`src/rtl/bisc_pkg.sv`:
```
// Shared constants and state encoding for the BISC-MVM MAC lane.
// Sized for 8-bit operands and a 256-count selector sequence.
package bisc_pkg;

  localparam int BIN_LEN   = 8;
  localparam int BIN_WIDTH = 3;
  localparam int SC_LEN    = 256;
  localparam int ACC_WIDTH = 16;

  typedef enum logic [1:0] {
    IDLE = 2'd0,
    CLR  = 2'd1,
    RUN  = 2'd2,
    DONE = 2'd3
  } mac_state_t;

endpackage

```
`src/rtl/bisc_sign_acc.sv`:
```
// Signed dot-product accumulator: adds or subtracts one bit per enabled cycle.
// Arithmetic wraps at ACC_WIDTH bits; clear has priority over accumulate.
module bisc_sign_acc #(
  parameter int ACC_WIDTH = 16
) (
  input  logic                 clock,
  input  logic                 reset,
  input  logic                 i_clr,
  input  logic                 i_en,
  input  logic                 i_neg,
  input  logic                 i_bit,
  output logic [ACC_WIDTH-1:0] o_acc
);

  logic [ACC_WIDTH-1:0] r_acc;
  logic [ACC_WIDTH-1:0] w_mag;
  logic [ACC_WIDTH-1:0] w_step;

  assign w_mag  = ACC_WIDTH'(i_bit);
  assign w_step = i_neg ? -w_mag : w_mag;

  // NOTE: registered state uses non-blocking assignments so every flop samples pre-edge values.
  always_ff @(posedge clock or negedge reset) begin
    if (!reset) begin
      r_acc <= '0;
    end else if (i_clr) begin
      r_acc <= '0;
    end else if (i_en) begin
      r_acc <= r_acc + w_step;
    end
  end

  assign o_acc = r_acc;

endmodule

```
`src/rtl/bisc_mac_lane.sv`:
```
// Control/accumulate stage behind the selector FSM: runs the selector for |w|
// cycles per (x, w) pair and accumulates +/- x[selector] into a dot product.
module bisc_mac_lane #(
  parameter int BIN_LEN   = 8,
  parameter int BIN_WIDTH = 3,
  parameter int ACC_WIDTH = 16
) (
  input  logic                 clock,
  input  logic                 reset,
  input  logic                 in_valid,
  output logic                 in_ready,
  input  logic [BIN_LEN-1:0]   in_x,
  input  logic [BIN_LEN-1:0]   in_w,
  input  logic                 in_last,
  output logic                 sel_enable,
  output logic                 sel_reset,
  input  logic [BIN_WIDTH-1:0] selector,
  input  logic                 zero_select,
  output logic                 out_valid,
  input  logic                 out_ready,
  output logic [ACC_WIDTH-1:0] out_data,
  output logic                 err
);

  import bisc_pkg::*;

  mac_state_t           r_state;
  mac_state_t           w_next;
  logic [BIN_LEN-1:0]   r_x;
  logic [BIN_LEN-1:0]   r_rem;
  logic [BIN_LEN-1:0]   w_abs_w;
  logic                 r_neg;
  logic                 r_last;
  logic                 r_err;
  logic                 w_hs;
  logic                 w_run;
  logic                 w_bit;
  logic                 w_acc_clr;
  logic [ACC_WIDTH-1:0] w_acc;

  // -128 negates to 8'h80, which read unsigned is the wanted 128.
  assign w_abs_w   = in_w[BIN_LEN-1] ? -in_w : in_w;
  assign w_hs      = in_valid && (r_state == IDLE);
  assign w_run     = (r_state == RUN);
  assign w_bit     = r_x[selector];
  assign w_acc_clr = (r_state == DONE) && out_ready;

  // NOTE: every combinational output gets a default first so no path can infer a latch.
  always_comb begin
    w_next = r_state;
    unique case (r_state)
      IDLE: begin
        if (in_valid) begin
          if (w_abs_w != '0)  w_next = CLR;
          else if (in_last)   w_next = DONE;
        end
      end
      CLR:  w_next = RUN;
      RUN:  if (r_rem == BIN_LEN'(1)) w_next = r_last ? DONE : IDLE;
      DONE: if (out_ready) w_next = IDLE;
      default: w_next = IDLE;
    endcase
  end

  always_ff @(posedge clock or negedge reset) begin
    if (!reset) begin
      r_state <= IDLE;
      r_x     <= '0;
      r_rem   <= '0;
      r_neg   <= 1'b0;
      r_last  <= 1'b0;
      r_err   <= 1'b0;
    end else begin
      r_state <= w_next;
      if (w_hs) begin
        r_x    <= in_x;
        r_neg  <= in_w[BIN_LEN-1];
        r_rem  <= w_abs_w;
        r_last <= in_last;
      end else if (w_run) begin
        r_rem <= r_rem - BIN_LEN'(1);
      end
      // |w| never reaches the selector's final count, so seeing it in RUN means the selector wrapped.
      if (w_run && zero_select) r_err <= 1'b1;
    end
  end

  bisc_sign_acc #(
    .ACC_WIDTH (ACC_WIDTH)
  ) u_acc (
    .clock (clock),
    .reset (reset),
    .i_clr (w_acc_clr),
    .i_en  (w_run),
    .i_neg (r_neg),
    .i_bit (w_bit),
    .o_acc (w_acc)
  );

  assign in_ready   = (r_state == IDLE);
  assign sel_reset  = (r_state == CLR);
  assign sel_enable = w_run;
  assign out_valid  = (r_state == DONE);
  assign out_data   = w_acc;
  assign err        = r_err;

endmodule
```
`config.mk`:
```
export PLATFORM = sky130hd
export DESIGN_NAME = bisc_mac_lane
export DESIGN_NICKNAME = d
export VERILOG_FILES = /design/src/rtl/bisc_pkg.sv /design/src/rtl/bisc_sign_acc.sv /design/src/rtl/bisc_mac_lane.sv
export SDC_FILE = /design/constraint.sdc
export NUM_CORES = 1
export LEC_CHECK = 0
export ABC_AREA = 1
export CAP_MARGIN = 30
export CORE_ASPECT_RATIO = 1.75
export CORE_MARGIN = 2
export CORE_UTILIZATION = 44
export DETAILED_ROUTE_END_ITERATION = 10
export HOLD_SLACK_MARGIN = 0.03
export PLACE_DENSITY_LB_ADDON = 0.05
export SYNTH_ARGS = -nofsm -noshare
export SYNTH_HDL_FRONTEND = slang
export SYNTH_SLANG_ARGS = --single-unit
```
`constraint.sdc`:
```
create_clock -name clock -period 5.3 [get_ports clock]
set_clock_uncertainty 0.2 [all_clocks]
set_input_delay 0.53 -clock clock [delete_from_list [all_inputs] [get_ports clock]]
set_output_delay 0.53 -clock clock [all_outputs]
set_load 0.01 [all_outputs]
```
==> impl_metrics.toml <==
[outcome]
status = "finished clean"

[setup_path]
cp-start-kind = "input port"
crit_type = "in2reg"
slowest_stage = "clkdlybuf4s50_1"
path_delay_family = "simple AND/OR/NAND/NOR gates"
cp_data_arrival_time_ns = 2.87
cp.required_ns = 5.28
crit_top_cell = "nand2_1"
critPathMaxStageDelay_ns = 0.56
critPathBufInv = 3
path_cells = "clkdlybuf4s50_1 -> inv_2 -> nand2_1 -> nand3_2 -> nand3_4 -> nand2_4 -> nor2_8 -> ha_1 -> inv_1 -> nor2_1 -> nand3_1 -> nor2_1 -> nand2_1 -> nand2_1 -> nand2_1 -> nand3_1 -> nand2_1"
end_kind = "flop"
crit_fanout = 22

[timing]
slew_viol_final = 0
hold_violations = 0
tns_ns = 0
worst_pin_slew_ns = 0.8186
rsz0062_at_grt = "no"
fmax_ghz = 0.3459
min_period_ns = 2.891
finalCritPeriodShare = 0.5455
relSlewSlack = 0.4543
holdWs_ns = 0.1247
finalSetupViolCount = 0

[synthesis]
yosys_warnings = 0
syn_inst = 409
syn-cell-area_um2 = 2826
avgSynthCellArea_um2 = 6.911
synth_cell_types = 38
yosys_register_bits = 37
synth.net_count = 440
ys_seq_area_frac = 0.3276

[final_layout]
fillers = 621
drive_gt1_frac = 0.09868
nets = 486
layout_commonest_cell = "nand2_1"
seqCellArea_um2 = 925.9
layout_common_cells = "nand2_1, inv_1, clkdlybuf4s50_1"
syn2layout_area_growth_pct = 22.80
n_antenna_cell = 0
multi_input_area_um2 = 1625

[floorplanning]
rows = 38
io_pins = 46
die_width_um = 64.59
fp.dieH_um = 110.0
start_util = 0.4538
core-area_um2 = 6228
dieArea_um2 = 7106

[clock_tree]
cts_max_level = 2
clk_latency_ns = 0.29
cts-root-buf = "clkbuf_8"
cts_buffers = 5
postCtsSetupBuffers = 0
cts_resized = 0
numClockSinks = 37
clk_pin_slew_ns = 0.08
tritoncts = "built"
cts_buffer_depth = 2
ctsHoldBuffers = 0

[pwr]
seq_power_share = 0.285
p_int_w = 0.001058
switchingPower_w = 0.0009579
power_w = 0.002016
power_density_nw_per_um2 = 580.8
switching_share = 0.4752
leakage_nw = 1.723
clkPwrFrac = 0.145
p_comb_frac = 0.569
ir_drop_mv = 0.2168

[detailed_routing]
firstDrtPassIters = 4
vias = 2776
drc = 0
drt-wirelength-per-cell_um = 13.34
drt-initial-drc-count = 115
antenna_left = 0
via_per_inst = 5.179
routed_wl_um = 7148

[hold_path]
hp-class = "in2async"

[placement]
hpwl_um = 5655
globalplace.congestion = 0.8711
port_buffers = 45

[global_route]
grt_use_total = 0.2219
first_global_vias = 2671
grt_overflow_total = 0
antenna_found_initial = 0
grt_first_pass_wirelength_um = 12160
grt_start_max_net_pins = 38

[flow_run]
drv_cap = 0
per-layer routing:
layer	global-route usage	wire length [um]	share of wire
met1	0.2311	2784	0.39
met2	0.4345	3931	0.55
met3	0.02538	179	0.025
met4	0.1033	252	0.035
met5	0	0	0
final timing paths:
check | to | slack (ns) | start | cells after the start
max | u_acc.o_acc[14] | 2.41 | selector[0] | 17
min | u_acc.o_acc[12] | 0.12 | reset | 1
max reg2reg | u_acc.o_acc[14] | 2.89 | r_x[5] | 16
min reg2reg | err | 0.26 | err | 1
max in group asynchronous | u_acc.o_acc[14] | 4.25 | reset | 1
min in group clock | err | 0.26 | err | 1
cell usage after synthesis:
master,instances,area share
nand2_1,127,0.17
inv_1,56,0.074
dfrtp_1,37,0.33
nand3_1,30,0.053
nor2_1,27,0.036
o21ai_0,20,0.035
nand2_2,12,0.027
a21oi_1,9,0.016
o41ai_1,9,0.028
ha_1,6,0.027
nor2_2,6,0.013
nor3_1,6,0.011
xnor2_1,5,0.015
clkbuf_1,4,0.0053
inv_2,4,0.0053
nand3_2,4,0.014
nand4_1,4,0.0089
o211ai_1,4,0.011
o21ai_1,4,0.0071
xor2_1,4,0.012
nand2_4,3,0.012
nand3_4,3,0.019
o221ai_1,3,0.0093
a21o_1,2,0.0053
buf_6,2,0.0080
nor4_1,2,0.0044
o21bai_1,2,0.0053
o22ai_1,2,0.0044
o311ai_0,2,0.0062
o31ai_1,2,0.0053
a21boi_0,1,0.0027
a22o_1,1,0.0031
a31oi_1,1,0.0022
buf_2,1,0.0018
buf_4,1,0.0027
nand3b_1,1,0.0027
nor2_4,1,0.0040
nor2_8,1,0.0071
logic make-up (layout without fill, tap and decap cells):
group / after synthesis / after routing / share of synthesized area
flip-flops: 37 / 37 / 0.3276
adder cells (fa/ha/maj): 6 / 6 / 0.02656
buffers and inverters: 68 / 115 / 0.09738
AO/OA/AOI/OAI: 62 / 62 / 0.1408
AND/OR/NAND/NOR: 227 / 227 / 0.3798
XOR/XNOR: 9 / 9 / 0.02789
sequential cells by signal, summed over array words and instances, names as in the netlist:
register and flops:
err 1, r_last 1, r_neg 1, r_rem 8, r_state 2, r_x 8
u_acc.o_acc 16
per-stage QoR:
stage               instance area, um2  instances    util  setup slack, ns
finish                            3471        536  0.5573            2.409
global route                      3471        536  0.5573            2.206
CTS                               3471        536  0.5573            2.398
detailed placement                3337        528  0.5358            2.091
global placement                  3337        528  0.5358            2.147
floorplan                         2826        409       -            2.792
power by group through the flow:
stage | Sequential, W | Combinational (W) | Clock (W)
5_1_grt | 0.000594 | 0.00130 | 0.000314
2_1_floorplan | 0.000551 | 0.000796 | 0
6_report | 0.000575 | 0.00115 | 0.000293
3_5_place_dp | 0.000576 | 0.00115 | 0
4_1_cts | 0.000571 | 0.00116 | 0.000299
3_3_place_gp | 0.000573 | 0.00114 | 0
final cells by class:
cell class                      count  share of cell area
Multi-Input combinational cell    304              0.4683
Sequential cell                    37              0.2668
Timing Repair Buffer               47              0.1327
Inverter                           60             0.06489
Tap cell                           80             0.02884
Clock buffer                        5             0.01983
Clock inverter                      3             0.01875
worst reg2reg max path, delay by kind of cell, from the launching register on:
family | cells | cell delay [ns]
and+or+nand+nor | 13 | 1.18
DFF | 1 | 0.37
adders and majority gates | 1 | 0.37
buffers and inverters | 2 | 0.17
Power figures use the tool's default switching activity.
